### src/rtl/lock_seq_ctrl.sv
// Keypad lock sequencer: collects 4-digit codes, unlocks on a match, supports
// reprogramming while unlocked, and locks the keypad out after repeated failures.
module lock_seq_ctrl #(
  parameter logic [15:0] DEF_CODE    = 16'h3695,
  parameter int unsigned MAX_FAIL    = 3,
  parameter int unsigned LOCKOUT_CYC = 1000,
  parameter int unsigned RELOCK_CYC  = 500
) (
  input  logic       clk,
  input  logic       reset,
  input  logic [9:0] tenkey,
  input  logic       close,
  input  logic       set_code,
  output logic       lock,
  output logic       lockout,
  output logic       err,
  output logic [1:0] fail_cnt,
  output logic [2:0] digit_cnt
);

  localparam int unsigned TMAX = (LOCKOUT_CYC > RELOCK_CYC) ? LOCKOUT_CYC : RELOCK_CYC;
  localparam int unsigned TW   = $clog2(TMAX);

  localparam logic [TW-1:0] LOCKOUT_LOAD = TW'(LOCKOUT_CYC - 1);
  localparam logic [TW-1:0] RELOCK_LOAD  = TW'(RELOCK_CYC - 1);
  localparam logic [1:0]    FAIL_LIMIT   = 2'(MAX_FAIL);

  typedef enum logic [2:0] {
    ST_IDLE,
    ST_CHECK,
    ST_UNLOCKED,
    ST_PROGRAM,
    ST_LOCKOUT
  } state_e;

  state_e        state_q, state_d;
  logic [9:0]    tenkey_q, tenkey_d;
  logic [15:0]   buf_q, buf_d;
  logic [15:0]   code_q, code_d;
  logic [2:0]    digit_cnt_q, digit_cnt_d;
  logic [1:0]    fail_cnt_q, fail_cnt_d;
  logic          lock_q, lock_d;
  logic          lockout_q, lockout_d;
  logic          err_q, err_d;
  logic [TW-1:0] timer_q, timer_d;

  logic          key_onehot;
  logic          key_valid;
  logic [3:0]    key_digit;
  logic [15:0]   buf_shift;
  logic [1:0]    fail_next;

  // A press counts only on the first cycle of a clean single-key contact.
  always_comb begin
    key_onehot = (tenkey != '0) && ((tenkey & (tenkey - 10'd1)) == '0);
    key_valid  = key_onehot && (tenkey_q == '0);
    key_digit  = '0;
    for (int unsigned i = 0; i < 10; i++) begin
      if (tenkey[i]) key_digit = 4'(i);
    end
    buf_shift = {buf_q[11:0], key_digit};
    fail_next = fail_cnt_q + 2'd1;
  end

  always_comb begin
    state_d     = state_q;
    tenkey_d    = tenkey;
    buf_d       = buf_q;
    code_d      = code_q;
    digit_cnt_d = digit_cnt_q;
    fail_cnt_d  = fail_cnt_q;
    lock_d      = lock_q;
    lockout_d   = lockout_q;
    err_d       = 1'b0;
    timer_d     = timer_q;

    case (state_q)
      ST_IDLE: begin
        lock_d = 1'b1;
        if (close) begin
          buf_d       = '0;
          digit_cnt_d = '0;
        end else if (key_valid) begin
          buf_d       = buf_shift;
          digit_cnt_d = digit_cnt_q + 3'd1;
          if (digit_cnt_q == 3'd3) state_d = ST_CHECK;
        end
      end

      ST_CHECK: begin
        buf_d       = '0;
        digit_cnt_d = '0;
        if (buf_q == code_q) begin
          state_d    = ST_UNLOCKED;
          lock_d     = 1'b0;
          fail_cnt_d = '0;
          timer_d    = RELOCK_LOAD;
        end else begin
          err_d      = 1'b1;
          fail_cnt_d = fail_next;
          if (fail_next == FAIL_LIMIT) begin
            state_d   = ST_LOCKOUT;
            lockout_d = 1'b1;
            timer_d   = LOCKOUT_LOAD;
          end else begin
            state_d = ST_IDLE;
          end
        end
      end

      ST_UNLOCKED: begin
        // close beats timer expiry, and expiry beats a program request
        if (close || (timer_q == '0)) begin
          state_d = ST_IDLE;
          lock_d  = 1'b1;
        end else begin
          timer_d = timer_q - 1'b1;
          if (set_code) begin
            state_d     = ST_PROGRAM;
            buf_d       = '0;
            digit_cnt_d = '0;
          end
        end
      end

      ST_PROGRAM: begin
        if (close) begin
          state_d     = ST_IDLE;
          lock_d      = 1'b1;
          buf_d       = '0;
          digit_cnt_d = '0;
        end else if (key_valid) begin
          buf_d       = buf_shift;
          digit_cnt_d = digit_cnt_q + 3'd1;
          if (digit_cnt_q == 3'd3) begin
            code_d      = buf_shift;
            buf_d       = '0;
            digit_cnt_d = '0;
            state_d     = ST_UNLOCKED;
            timer_d     = RELOCK_LOAD;
          end
        end
      end

      ST_LOCKOUT: begin
        if (timer_q == '0) begin
          state_d    = ST_IDLE;
          lockout_d  = 1'b0;
          fail_cnt_d = '0;
        end else begin
          timer_d = timer_q - 1'b1;
        end
      end

      default: begin
        state_d = ST_IDLE;
        lock_d  = 1'b1;
      end
    endcase
  end

  always_ff @(posedge clk) begin
    if (reset) begin
      state_q     <= ST_IDLE;
      tenkey_q    <= '0;
      buf_q       <= '0;
      code_q      <= DEF_CODE;
      digit_cnt_q <= '0;
      fail_cnt_q  <= '0;
      lock_q      <= 1'b1;
      lockout_q   <= 1'b0;
      err_q       <= 1'b0;
      timer_q     <= '0;
    end else begin
      state_q     <= state_d;
      tenkey_q    <= tenkey_d;
      buf_q       <= buf_d;
      code_q      <= code_d;
      digit_cnt_q <= digit_cnt_d;
      fail_cnt_q  <= fail_cnt_d;
      lock_q      <= lock_d;
      lockout_q   <= lockout_d;
      err_q       <= err_d;
      timer_q     <= timer_d;
    end
  end

  assign lock      = lock_q;
  assign lockout   = lockout_q;
  assign err       = err_q;
  assign fail_cnt  = fail_cnt_q;
  assign digit_cnt = digit_cnt_q;

endmodule
### config.mk
export PLATFORM = sky130hd
export DESIGN_NAME = lock_seq_ctrl
export DESIGN_NICKNAME = d
export VERILOG_FILES = /design/src/rtl/lock_seq_ctrl.sv
export SDC_FILE = /design/constraint.sdc
export NUM_CORES = 1
export LEC_CHECK = 0
export ABC_AREA = 1
export CAP_MARGIN = 20
export CORE_MARGIN = 4
export CORE_UTILIZATION = 54
export DETAILED_ROUTE_END_ITERATION = 10
export GPL_ROUTABILITY_DRIVEN = 0
export PLACE_DENSITY = 0.76
export SETUP_SLACK_MARGIN = 0.4
export SLEW_MARGIN = 15
export SYNTH_ARGS = -nofsm -noshare
export SYNTH_HDL_FRONTEND = slang
export SYNTH_SLANG_ARGS = --single-unit
### constraint.sdc
create_clock -name clk -period 1.9 [get_ports clk]
set_clock_uncertainty 0.15 [all_clocks]
set_input_delay 0.57 -clock clk [delete_from_list [all_inputs] [get_ports clk]]
set_output_delay 0.57 -clock clk [all_outputs]
set_load 0.01 [all_outputs]
==> results.yml, run 1 <==
outcome:
  run_status: "finished with violations"
  failed_checks: "negative setup slack"
global_routing:
  pin_count_of_the_biggest_net_entering_global_routing: 48
  grt_usage_pct: 28.6
  wire_length_of_the_first_global_routing_pass_um: 17500
  grt_pass1_vias: 3926
  grt_antenna_before_repair: 0
  gr-total-overflow: 0
cts:
  clockBufferDepth: 2
  cts.htree.levels: 3
  path_clk_slew_ps: 70
  cts.sink_count: 63
  clockRootBuffer: "clkbuf_8"
  tritoncts_clock_tree: "built"
  clock_latency_ps: 360
  cts_inserted_buffers: 9
worst_setup_path:
  critical_path_class: "input port to flop"
  cp.arrival_ps: 2220
  required_ps: 2030
  timing.critical_path.to_type: "flop"
  worst_setup_start_kind: "input port"
  critical-path-top-delay-family: "buffers and inverters"
  critical_path.slowest_cell: "o21ai_4"
  cp_cell_sequence: "buf_2, nor2_4, nand3_2, inv_2, a21oi_4, nand3b_1, o21ai_4, buf_6, buf_12, buf_16, a21oi_1, nor2_1"
  timing.critical_path.slowest_cell_delay_ps: 230
  cp.buffers_inverters: 5
  worst-path-max-fanout: 5
final_layout:
  final_non_filler_cell_total: 725
  final_layout_size_suffix_gt1_share_pct: 42.6
  register_area_um2: 1300
  antennaDiodeCount: 0
  fin_nets: 663
  final.fill_count: 337
  multi_input_comb_area_um2: 2300
  flow.area_growth_from_synthesis_pct: 49.9
  final_core_utilization_pct: 83.4
  finalInstanceArea_um2: 5300
place:
  dp_area_um2: 4120
  buffer_ports.inserted: 21
  post-place-cells: 663
  dp_hpwl_um: 5370
timing:
  layout_min_cycle_time_ps: 2090
  grt_setup_unrepaired: "true"
  finalSetupViolCount: 39
  worst-slew-pin-transition_ps: 384
  fin_ws_ps: -186
  max_slew_margin_pct: 74.3
  max_clock_freq_mhz: 479
  period_share_pct: 110
  hold_violations: 0
  timing_max_transition_violations_final: 0
routing:
  avgViaCountPerCell: 5.80
  met3_wl_um: 931
  met1_wire_length_um: 4550
  first_pass_iters: 6
  detail_route.wirelength_um: 12600
  routed-wl-met2_um: 6350
  wl_per_cell_um: 17.4
  vias: 4203
  antenna_violating_nets_post_route: 0
  number_of_violations_reported_at_the_end_of_detailed_routing_iteration_0: 448
  drc: 0
  maxUsedRoutingLayer: "met4"
power_and_ir_drop:
  sequential_group_share_of_total_power_pct: 45.0
  cellInternalPower_mw: 2.23
  power.clock.fraction_pct: 39.2
  p_comb_share_pct: 15.8
  p_sw_uw: 856
  power.ir.vdd_worst_v: 0.000619
  power.static_leakage_nw: 2.55
  power.switching_fraction_pct: 27.7
  power_per_cell_area_nw_per_um2: 583
logic_synthesis:
  yosysTopAreaCell: "dfxtp_1"
  netlist-cell-type-count: 39
  synth.top_cells.by_area: "dfxtp_1, nand2_1, nor2_1"
  synthDominantCellAreaShare_pct: 35.7
  synth-edff-count: 0
  netlist_top_cells_count: "nand2_1, nor2_1, inv_1, dfxtp_1, nand3_1"
  synthesis.area_um2: 3530
  yosysWarnings: 0
  synth_nets: 564
  synthesis.area_per_instance_um2: 6.50
  syn_inst: 544
  synth_seq_cells: 63
  synth-main-ff-cell: "dfxtp_1"
  share_of_async_settable_or_async_resettable_flops_after_synthesis_pct: 0
  synth_seq_area_share_pct: 35.7
  synth_most_common_cell: "nand2_1"
die:
  floorplan.die.height_um: 88.9
  die_width_um: 88.9
  ios: 22
  number_of_rows_created_at_floorplan: 29
  start_util_pct: 55.6
  floorplan.die_area_um2: 7900
  fp.coreArea_um2: 6350
worst_hold_path:
  path_class_of_the_lowest_slack_min_delay_path: "flop to flop"
job:
  max_cap_violations: 0
cell families after synthesis:
group | share of synthesized area (%)
compound gates | 12.9
fa+ha+maj | 2.12
simple gates | 36.5
flops | 35.7
xor+xnor | 1.24
buf+inv | 11.6
final timing paths:
path	from	endpoint	slack, ps	cells past startpoint
worst min-delay path	code_q[14]	code_q[14]	320	2
worst min register to register	code_q[14]	code_q[14]	320	2
worst max register to register	state_q[2]	timer_q[4]	-180	9
worst max-delay path	tenkey[3]	buf_q[5]	-190	12
power groups by stage:
stage	sequential [mW]	combinational (mW)	clock [mW]
2_1_floorplan	1.41	0.186	0
3_3_place_gp	1.41	0.302	0
3_5_place_dp	1.41	0.312	0
4_1_cts	1.39	0.416	1.18
5_1_grt	1.39	0.524	1.27
6_report	1.39	0.489	1.21
tightest hold or removal path, delay by kind of cell (launching register included):
family,cells,cell delay (ps)
buffers and inverters,1,70
DFF,1,310
AOI/OAI and AO/OA,1,60
layout make-up:
cell class,count,area share (%)
Clock buffer,12,2.74
Clock inverter,4,0.850
Inverter,74,5.48
Multi-Input combinational cell,388,43.5
Sequential cell,63,24.6
Tap cell,77,1.82
Timing Repair Buffer,107,21.0
sequential cells by signal (all words and copies together) (netlist names):
| name | count |
|---|---|
| buf_q | 16 |
| code_q | 16 |
| digit_cnt | 3 |
| err | 1 |
| fail_cnt | 2 |
| lock | 1 |
| lockout | 1 |
| state_q | 3 |
| tenkey_q | 10 |
| timer_q | 10 |
layout by cell type (no fill, tap or decap), types with 15 or more instances in the layout:
| cell type | netlist | final |
|---|---|---|
| a21oi_1 | 28 | 18 |
| a21oi_2 | 8 | 17 |
| buf_4 | 2 | 61 |
| buf_6 | 6 | 20 |
| dfxtp_1 | 63 | 33 |
| dfxtp_2 | 0 | 28 |
| inv_1 | 67 | 55 |
| inv_2 | 5 | 18 |
| nand2_1 | 152 | 130 |
| nand2_2 | 3 | 21 |
| nand3_1 | 37 | 22 |
| nor2_1 | 93 | 64 |
| nor2_2 | 4 | 15 |
| nor2_4 | 1 | 19 |
per-layer routing:
metal | global-route usage, % | vias up
met1 | 32.5 | 1949
met2 | 49.9 | 260
met5 | 0 | -
met4 | 15.9 | 0
li1 | - | 1904
met3 | 5.90 | 90
metrics by stage:
stage	hold slack, ps	power, mW	TNS [ps]	setup WS, ps
2_1_floorplan	295	1.60	-233	-21.8
3_3_place_gp	304	1.71	-26430	-599
3_5_place_dp	312	1.73	-30110	-718
4_1_cts	322	2.98	-1270	-95.8
5_1_grt	352	3.19	-8910	-296
6_report	325	3.09	-4240	-186
repair_timing:
item,in CTS,in global routing
pin swaps,48,34
gates resized for setup,179,71
hold buffers,0,0
setup buffers,33,6
cloned,4,3
setup endpoints to repair,61,62
Power figures use the tool's default switching activity.
==> run 2: changes to the inputs <==
--- a/config.mk
+++ b/config.mk
@@ -9,6 +9,7 @@
 export CAP_MARGIN = 20
 export CORE_MARGIN = 4
 export CORE_UTILIZATION = 54
+export CTS_CLUSTER_DIAMETER = 120
 export DETAILED_ROUTE_END_ITERATION = 10
 export GPL_ROUTABILITY_DRIVEN = 0
 export PLACE_DENSITY = 0.76
==> results of run 2 <==
No change in the layout: final DEF, timing and power equal those of run 1.
